<file path="src/rtl/alu_n_bit_seq.sv">
// Registered N-bit ALU (AND/OR/ADD/SUB/SLT/NOR) with START/BUSY/DONE handshake.
// Define ALU_N_BIT_SEQ_MUL_EN to build in the iterative unsigned shift-add multiplier.
module alu_n_bit_seq #(
  parameter int WIDTH = 8
) (
  input  logic             Clk,
  input  logic             Reset,
  input  logic             START,
  input  logic [WIDTH-1:0] A,
  input  logic [WIDTH-1:0] B,
  input  logic             AINV,
  input  logic             BNEG,
  input  logic [1:0]       Opr,
  input  logic             MUL,
  output logic [WIDTH-1:0] RESULT,
  output logic [WIDTH-1:0] RESULT_HI,
  output logic             OVERFLOW,
  output logic             ZERO,
  output logic             COUT,
  output logic             BUSY,
  output logic             DONE
);

  typedef enum logic [1:0] {IDLE_S = 2'b00, MULT_S = 2'b01, DONE_S = 2'b10} state_t;

  state_t           state_r;
  logic [WIDTH-1:0] result_r;
  logic [WIDTH-1:0] result_hi_r;
  logic             overflow_r;
  logic             zero_r;
  logic             cout_r;
  logic             busy_r;
  logic             done_r;

  logic [WIDTH-1:0] a_s;
  logic [WIDTH-1:0] b_s;
  logic [WIDTH:0]   sum_s;
  logic             add_ovf_s;
  logic [WIDTH-1:0] alu_res_s;
  logic             alu_ovf_s;
  logic             alu_cout_s;
  logic             alu_zero_s;

  // Single-cycle ALU datapath on the live operands
  always_comb begin
    a_s        = AINV ? ~A : A;
    b_s        = BNEG ? ~B : B;
    sum_s      = {1'b0, a_s} + {1'b0, b_s} + {{WIDTH{1'b0}}, BNEG};
    add_ovf_s  = (a_s[WIDTH-1] == b_s[WIDTH-1]) && (sum_s[WIDTH-1] != a_s[WIDTH-1]);
    alu_res_s  = {WIDTH{1'b0}};
    alu_ovf_s  = 1'b0;
    alu_cout_s = 1'b0;
    case (Opr)
      2'b00: alu_res_s = a_s & b_s;
      2'b01: alu_res_s = a_s | b_s;
      2'b10: begin
        alu_res_s  = sum_s[WIDTH-1:0];
        alu_ovf_s  = add_ovf_s;
        alu_cout_s = sum_s[WIDTH];
      end
      2'b11: begin
        // Signed less-than: sign of the difference corrected by overflow
        alu_res_s  = {{(WIDTH-1){1'b0}}, sum_s[WIDTH-1] ^ add_ovf_s};
        alu_ovf_s  = add_ovf_s;
        alu_cout_s = sum_s[WIDTH];
      end
      default: alu_res_s = {WIDTH{1'b0}};
    endcase
    alu_zero_s = (alu_res_s == {WIDTH{1'b0}});
  end

`ifdef ALU_N_BIT_SEQ_MUL_EN
  localparam int CNT_W = $clog2(WIDTH) + 1;

  logic [WIDTH-1:0]   mcand_r;
  logic [2*WIDTH:0]   acc_r;
  logic [CNT_W-1:0]   cnt_r;
  logic [WIDTH:0]     step_add_s;
  logic [2*WIDTH:0]   acc_nxt_s;
  logic               cnt_last_s;

  // One shift-add iteration: conditional add into {carry, hi}, then shift right
  always_comb begin
    if (acc_r[0]) begin
      step_add_s = acc_r[2*WIDTH:WIDTH] + {1'b0, mcand_r};
    end else begin
      step_add_s = acc_r[2*WIDTH:WIDTH];
    end
    acc_nxt_s  = {1'b0, step_add_s, acc_r[WIDTH-1:1]};
    cnt_last_s = (cnt_r == CNT_W'(WIDTH - 1));
  end
`else
  logic unused_mul_s;
  assign unused_mul_s = MUL;
`endif

  // Control FSM with registered results; outputs only move on completion or Reset
  always_ff @(posedge Clk) begin
    if (Reset) begin
      state_r     <= IDLE_S;
      result_r    <= {WIDTH{1'b0}};
      result_hi_r <= {WIDTH{1'b0}};
      overflow_r  <= 1'b0;
      zero_r      <= 1'b0;
      cout_r      <= 1'b0;
      busy_r      <= 1'b0;
      done_r      <= 1'b0;
`ifdef ALU_N_BIT_SEQ_MUL_EN
      mcand_r     <= {WIDTH{1'b0}};
      acc_r       <= {(2*WIDTH+1){1'b0}};
      cnt_r       <= {CNT_W{1'b0}};
`endif
    end else begin
      done_r <= 1'b0;
      case (state_r)
        IDLE_S, DONE_S: begin
          if (START) begin
`ifdef ALU_N_BIT_SEQ_MUL_EN
            if (MUL) begin
              mcand_r <= A;
              acc_r   <= {{(WIDTH+1){1'b0}}, B};
              cnt_r   <= {CNT_W{1'b0}};
              busy_r  <= 1'b1;
              state_r <= MULT_S;
            end else begin
`endif
              result_r    <= alu_res_s;
              result_hi_r <= {WIDTH{1'b0}};
              overflow_r  <= alu_ovf_s;
              zero_r      <= alu_zero_s;
              cout_r      <= alu_cout_s;
              done_r      <= 1'b1;
              state_r     <= DONE_S;
`ifdef ALU_N_BIT_SEQ_MUL_EN
            end
`endif
          end else begin
            state_r <= IDLE_S;
          end
        end
`ifdef ALU_N_BIT_SEQ_MUL_EN
        MULT_S: begin
          acc_r <= acc_nxt_s;
          cnt_r <= cnt_r + CNT_W'(1);
          if (cnt_last_s) begin
            result_r    <= acc_nxt_s[WIDTH-1:0];
            result_hi_r <= acc_nxt_s[2*WIDTH-1:WIDTH];
            overflow_r  <= (acc_nxt_s[2*WIDTH-1:WIDTH] != {WIDTH{1'b0}});
            zero_r      <= (acc_nxt_s[2*WIDTH-1:0] == {(2*WIDTH){1'b0}});
            cout_r      <= 1'b0;
            busy_r      <= 1'b0;
            done_r      <= 1'b1;
            state_r     <= DONE_S;
          end else begin
            state_r <= MULT_S;
          end
        end
`endif
        default: begin
          busy_r  <= 1'b0;
          state_r <= IDLE_S;
        end
      endcase
    end
  end

  assign RESULT    = result_r;
  assign RESULT_HI = result_hi_r;
  assign OVERFLOW  = overflow_r;
  assign ZERO      = zero_r;
  assign COUT      = cout_r;
  assign BUSY      = busy_r;
  assign DONE      = done_r;

endmodule

</file>
<file path="config.mk">
export PLATFORM = sky130hd
export DESIGN_NAME = alu_n_bit_seq
export DESIGN_NICKNAME = d
export VERILOG_FILES = /design/src/rtl/alu_n_bit_seq.sv
export SDC_FILE = /design/constraint.sdc
export NUM_CORES = 1
export LEC_CHECK = 0
export CORE_ASPECT_RATIO = 1.2
export CORE_MARGIN = 8
export CORE_UTILIZATION = 47
export DETAILED_ROUTE_END_ITERATION = 10
export GPL_ROUTABILITY_DRIVEN = 1
export PLACE_DENSITY_LB_ADDON = 0.08
export SYNTH_ARGS = -nofsm -noshare
export SYNTH_HDL_FRONTEND = slang
export SYNTH_SLANG_ARGS = --single-unit
</file>
<file path="constraint.sdc">
create_clock -name Clk -period 2.8 [get_ports Clk]
set_input_delay 0.42 -clock Clk [delete_from_list [all_inputs] [get_ports Clk]]
set_output_delay 0.42 -clock Clk [all_outputs]
set_load 0.03 [all_outputs]
</file>
# After elaboration in Yosys (flattened, before gate mapping)
# Cells that the tools add are included.
# totals
inputBits,24
register_bits,14
output_inout_bits,21
# op_classes
n_eq_ne,6
add_sub_neg,2
n_mux,7
n_reduce_logical,8
bitwise,6
# op_table
operator,n
8-bit case mux with 4 select lines,1
8-bit two-way mux,2
8-bit NOT,2
8-bit by 8-bit adder with 9-bit output,1
9-bit by 1-bit adder with 9-bit output,1
8-bit AND,1
8-bit zero test,1
8-bit OR,1
"2-bit == test, second input constant",3
2-bit OR reduction,3
2-bit zero test,2
1-bit two-way mux,3
"2-bit by 1-bit == test with 1-bit output, second input constant",1
2-bit two-way mux,1
2-bit AND reduction,1
1-bit == test,1
1-bit logical AND,1
1-bit != test,1
1-bit NOT,1
1-bit XOR,1

# Depth between registers and ports, before layout
# Gate-level depths: netlist of the first run.
# depth
word_depth,9
ltp_mapped,10
depth_no_buf,9

# Worst setup path after synthesis of the first run
# No wires, ideal clock.
# synth_timing
path_type,in2reg
startpoint,in AINV
endpoint,reg zero_r (netlist: ZERO)
setup_ns,0.115
required_time_ns,2.685
stages,10
arrival_time_ns,2.366
setup_slack_ns,0.319
path_buffers,1
cell_sequence,buf_6 xnor2_4 a21oi_1 fa_1 a211oi_1 nor2_1 o311a_1 nand4_1 nor4_1 a31o_1
# synth_between
elab_chain_len,8
elab_cells_between_ends,11
classes_between,add/sub: 2; eq/ne: 2; mux: 2; bitwise: 3; reduce/logical: 2
# synth_rtl
item,line,rtl
start: declaration,11,"input logic AINV,"
8-bit two-way mux (*),46,a_s = AINV ? ~A : A;
8-bit by 8-bit adder with 9-bit output,48,"sum_s = {1'b0, a_s} + {1'b0, b_s} + {{WIDTH{1'b0}}, BNEG};"
9-bit by 1-bit adder with 9-bit output,48,
1-bit != test,49,add_ovf_s = (a_s[WIDTH-1] == b_s[WIDTH-1]) && (sum_s[WIDTH-1] != a_s[WIDTH-1]);
1-bit logical AND,49,
1-bit XOR,63,"alu_res_s = {{(WIDTH-1){1'b0}}, sum_s[WIDTH-1] ^ add_ovf_s};"
8-bit case mux with 4 select lines (*),53,case (Opr)
8-bit zero test (*),69,alu_zero_s = (alu_res_s == {WIDTH{1'b0}});
end signal: assignment,130,zero_r <= alu_zero_s;
end: declaration,30,logic zero_r;
# Every way passes the cells marked *; elsewhere a longest branch is shown, timed or not.
# A chain may end at the register's enable or synchronous reset.

# Final worst setup path of the first run
# Ends and elaborated chain as after synthesis.

==> results of run 1 <==
==> power breakdown <==
group,total [W],internal (W),switching [W],leakage (nW)
clock network,0.0000983,0.0000496,0.0000487,0.0138
logic,0.000564,0.000271,0.000292,0.888
registers,0.000190,0.000184,0.00000579,0.0989
==> final timing paths <==
kind | startpoint | endpoint | cells past startpoint
worst min register to register | OVERFLOW | OVERFLOW | 2
worst max register to register | ZERO | ZERO | 2
worst max-delay path | AINV | ZERO | 12
worst min-delay path | OVERFLOW | OVERFLOW | 2
==> final cells by class <==
| type | instances | share of cell area |
|---|---|---|
| tap | 36 | 0.01990 |
| multi-input combinational | 142 | 0.5462 |
| timing repair buffer | 72 | 0.2836 |
| sequential | 12 | 0.1061 |
| clock buffer | 3 | 0.009950 |
| inverter | 20 | 0.03427 |
==> sequential cells by signal (all words and copies together), names as in the netlist <==
register and flops:
ZERO 1, COUT 1, DONE 1, RESULT 8, OVERFLOW 1
==> routing by layer <==
metal  vias to the layer above  GRT usage
met5                         -          0
met4                         0    0.03774
met3                         8    0.01705
met2                        37     0.2697
met1                       702     0.1733
li1                        743          -
==> logic make-up (layout without fill, tap and decap cells) <==
group,count (synthesis),after routing
compound gates,47,47
xor+xnor,19,19
fa+ha+maj,17,17
buf+inv,36,95
flops,12,12
mux,3,3
other cells,1,9
simple gates,47,47
==> cell usage after synthesis, types with 2 or more instances <==
library cell,n,area (sq um)
sky130_fd_sc_hd__a211o_1,2,17.52
sky130_fd_sc_hd__a211oi_1,12,90.09
sky130_fd_sc_hd__a211oi_2,3,37.54
sky130_fd_sc_hd__a21oi_1,10,50.05
sky130_fd_sc_hd__buf_2,3,15.01
sky130_fd_sc_hd__buf_4,11,82.58
sky130_fd_sc_hd__buf_6,2,22.52
sky130_fd_sc_hd__dfxtp_1,12,240.2
sky130_fd_sc_hd__ha_1,16,200.2
sky130_fd_sc_hd__inv_1,19,71.32
sky130_fd_sc_hd__mux2i_1,2,20.02
sky130_fd_sc_hd__nand2_1,6,22.52
sky130_fd_sc_hd__nand2b_1,4,25.02
sky130_fd_sc_hd__nand4_1,3,18.77
sky130_fd_sc_hd__nor2_1,21,78.83
sky130_fd_sc_hd__nor3_1,2,10.01
sky130_fd_sc_hd__nor3b_1,2,15.01
sky130_fd_sc_hd__nor4_1,3,18.77
sky130_fd_sc_hd__o21a_1,3,22.52
sky130_fd_sc_hd__o21ai_0,4,20.02
sky130_fd_sc_hd__o311a_1,2,20.02
sky130_fd_sc_hd__xor2_1,16,140.1
==> per-stage QoR <==
step / utilization / worst slack, ps / cell area (sq um) / total power, W
detailed placement: 0.6839 / -353.3 / 2090 / 0.0006986
floorplan: - / 319.0 / 1539 / 0.0005029
global placement: 0.6839 / -366.6 / 2090 / 0.0006849
finish: 0.7408 / 85.13 / 2263 / 0.0008515
CTS: 0.6957 / 0.7296 / 2126 / 0.0008048
global route: 0.7408 / -4.903 / 2263 / 0.0009017
==> timing repair <==
item                       4_1_cts  5_1_grt
pin swaps                        0        4
gates resized for setup          4       22
hold buffers                     0        0
setup endpoints to repair        1        3
==> worst max-delay path, stage by stage <==
cell and delay (ps):
sky130_fd_sc_hd__clkdlybuf4s50_1 450, sky130_fd_sc_hd__buf_4 170, sky130_fd_sc_hd__buf_12 150, sky130_fd_sc_hd__xor2_2 150, sky130_fd_sc_hd__ha_2 320, sky130_fd_sc_hd__o21ai_2 240, sky130_fd_sc_hd__buf_4 160, sky130_fd_sc_hd__nor2_1 40
sky130_fd_sc_hd__o311a_1 370, sky130_fd_sc_hd__nand4_1 120, sky130_fd_sc_hd__nor4_2 50, sky130_fd_sc_hd__a31o_1 220
==> summary.md, run 1 <==
The sequential cell area is 240.2 sq um, and the count of buffers from port buffering is 34. In this run the power density over the cells is 376.2 nW/um^2. The min-delay analysis places its worst path in the category flip-flop to flip-flop. Summed over all layers, the routed wires come to 4.123 mm.

The adder-cell share of the synthesized area came out at 0.1459. The overflow left after global routing was 0. The tools report the number of detailed-route iterations in the first pass as 4. Between clock sinks in the finished design, the worst skew comes to 0 ps. The part of the Yosys area used for sequential elements is 0.1592. Entering global routing, the biggest net connects 19 pins. The run gives 3.301 mm as the sum of net half-perimeters after detailed placement. The tools report the total count of max-transition violations in the final report as 0. The final layout contains 292 nets. The worst setup path is launched from an input pin. Summing over every cut layer, the via total after detailed routing is 1490.

Compound-cell area share of the yosys netlist: 0.2587. The cell sitting at the root of the clock tree is a sky130_fd_sc_hd__clkbuf_4. Data on the critical path is required at its endpoint by 2960 ps. For this run, design rule violations remaining after detail routing come to 0. The maximum fanout count along the critical path was 5. The floorplan step set the die height to 78.07 um. Final hold analysis gives a worst-case slack of 463.3 ps. The number of antenna violations at the first check in global routing is 0, and the share of synthesized registers carrying an async set or reset is 0. At the later pin of the worst-skew pair, clock insertion delay measures 260 ps. The floorplan step set the die width to 67.73 um. For the count of filler cells inserted in the layout, the log shows 248.

The run finished with clean final reports. The kind of end point of the critical path is a flip-flop. The highest metal layer carrying signal wires in the routed design is met4. Summing all multi-input logic gate instances after layout gives 1236 sq um. The proportion of synthesized area in mux cells was 0.02073. The tools report the global placer's final weighted congestion as 0.9179.

The leading cell type in the layout, fill and taps excluded is sky130_fd_sc_hd__buf_4. The count of boundary I/O pins came out at 45. TritonCTS built the clock tree. Setup violations remaining at the end of the flow were counted as 0.

After detailed placement, the design holds a cell count of 282. The total of flip-flops plus latches after synthesis works out to 12. TritonCTS created 3 clock buffers. The count of nets left with antenna violations after detail routing came out at 0. Averaged over all synthesized cells, the footprint is 8.291 sq um. The first global-routing pass estimated 6.486 mm of wire.

From synthesis to final layout, the design area changed by 50.00%. The die outline area was 5287 sq um; the starting DRC count in detailed routing was 58. The worst-case IR drop observed on VDD is 0.0003529 V. The library cells used most frequently in the layout, excluding fill and tap cells, are sky130_fd_sc_hd__buf_4, sky130_fd_sc_hd__clkdlybuf4s50_1, sky130_fd_sc_hd__nor2_1. The final setup TNS is 0 ps, and the via count of the first global-routing pass is 1470. The fraction of layout instances using a drive strength above 1 is 0.3052. In this run the register-to-register setup slack is 2070 ps.

In this run, synthesis inferred 0 flip-flops with an integrated enable. The max-capacitance violation count was 0; the final routed wire length divided by cell count was 14.47 um. The longest clock path from root to sink contains 2 buffers. The finished layout holds 285 standard cells, fillers aside. Starting density of the core: 0.4939.

The Yosys step of the flow raised 0 warnings. For this block, wires on met1 add up to 1.559 mm. Met3 layer wire length in the routed design: 259 um.

For the setup fix buffers added after clock tree synthesis, the log shows 0. In the synthesized netlist, the number of instances is 182. The cell area after synthesis was 1509 sq um; the xor/xnor cell area share of the yosys netlist was 0.1277.

The initialized floorplan defines 22 standard-cell rows. The minimum period implied by the final worst setup slack works out to 2715 ps. Path type of the worst setup path: input pin to flip-flop. The post-synthesis share of cell area spent on and, or, nand and nor gates was 0.1542; the number of diodes added for antenna fixing was 0. In this run the static leakage power is 1.001 nW. The clock transition time at the flip-flop clock pins of the worst setup and hold paths came out at 70 ps.

After detailed routing, the number of vias per cell comes to 5.228. The number of different library cells used by synthesis comes to 46. By area, the combinational part of the netlist is dominated by compound AO/OA/AOI/OAI gates.

Wire segments on met2 add up to 2.236 mm in the final route. The number of hold violations in the final report came out at 0. The core region is 3055 sq um. Setup repair after global routing could not meet its margin everywhere.

The final critical-path share of the clock period works out to 0.9696. Static timing analysis puts the maximum clock frequency at 0.3683 GHz. The tools report the clock sink count as 12. Data on the critical path arrives at its endpoint at 2870 ps. The tools report the number of levels in the clock H-tree as 1.

The run gives 0.1479 as the global-route usage over all layers. Main flop type after synthesis: sky130_fd_sc_hd__dfxtp_1.
Power figures use the tool's default switching activity.
==> inputs of run 2 (changes only) <==
--- a/config.mk
+++ b/config.mk
@@ -8,9 +8,11 @@
 export CORE_ASPECT_RATIO = 1.2
 export CORE_MARGIN = 8
 export CORE_UTILIZATION = 47
+export CTS_CLUSTER_SIZE = 14
 export DETAILED_ROUTE_END_ITERATION = 10
 export GPL_ROUTABILITY_DRIVEN = 1
 export PLACE_DENSITY_LB_ADDON = 0.08
+export SLEW_MARGIN = 5
 export SYNTH_ARGS = -nofsm -noshare
 export SYNTH_HDL_FRONTEND = slang
 export SYNTH_SLANG_ARGS = --single-unit
==> results of run 2 <==
The final DEF is identical to that of run 1; final timing and power are the same.
==> inputs of run 3 (changes only) <==
--- a/config.mk
+++ b/config.mk
@@ -5,6 +5,7 @@
 export SDC_FILE = /design/constraint.sdc
 export NUM_CORES = 1
 export LEC_CHECK = 0
+export CAP_MARGIN = 5
 export CORE_ASPECT_RATIO = 1.2
 export CORE_MARGIN = 8
 export CORE_UTILIZATION = 47
==> results of run 3 <==
The final DEF is identical to that of run 1; final timing and power are the same.
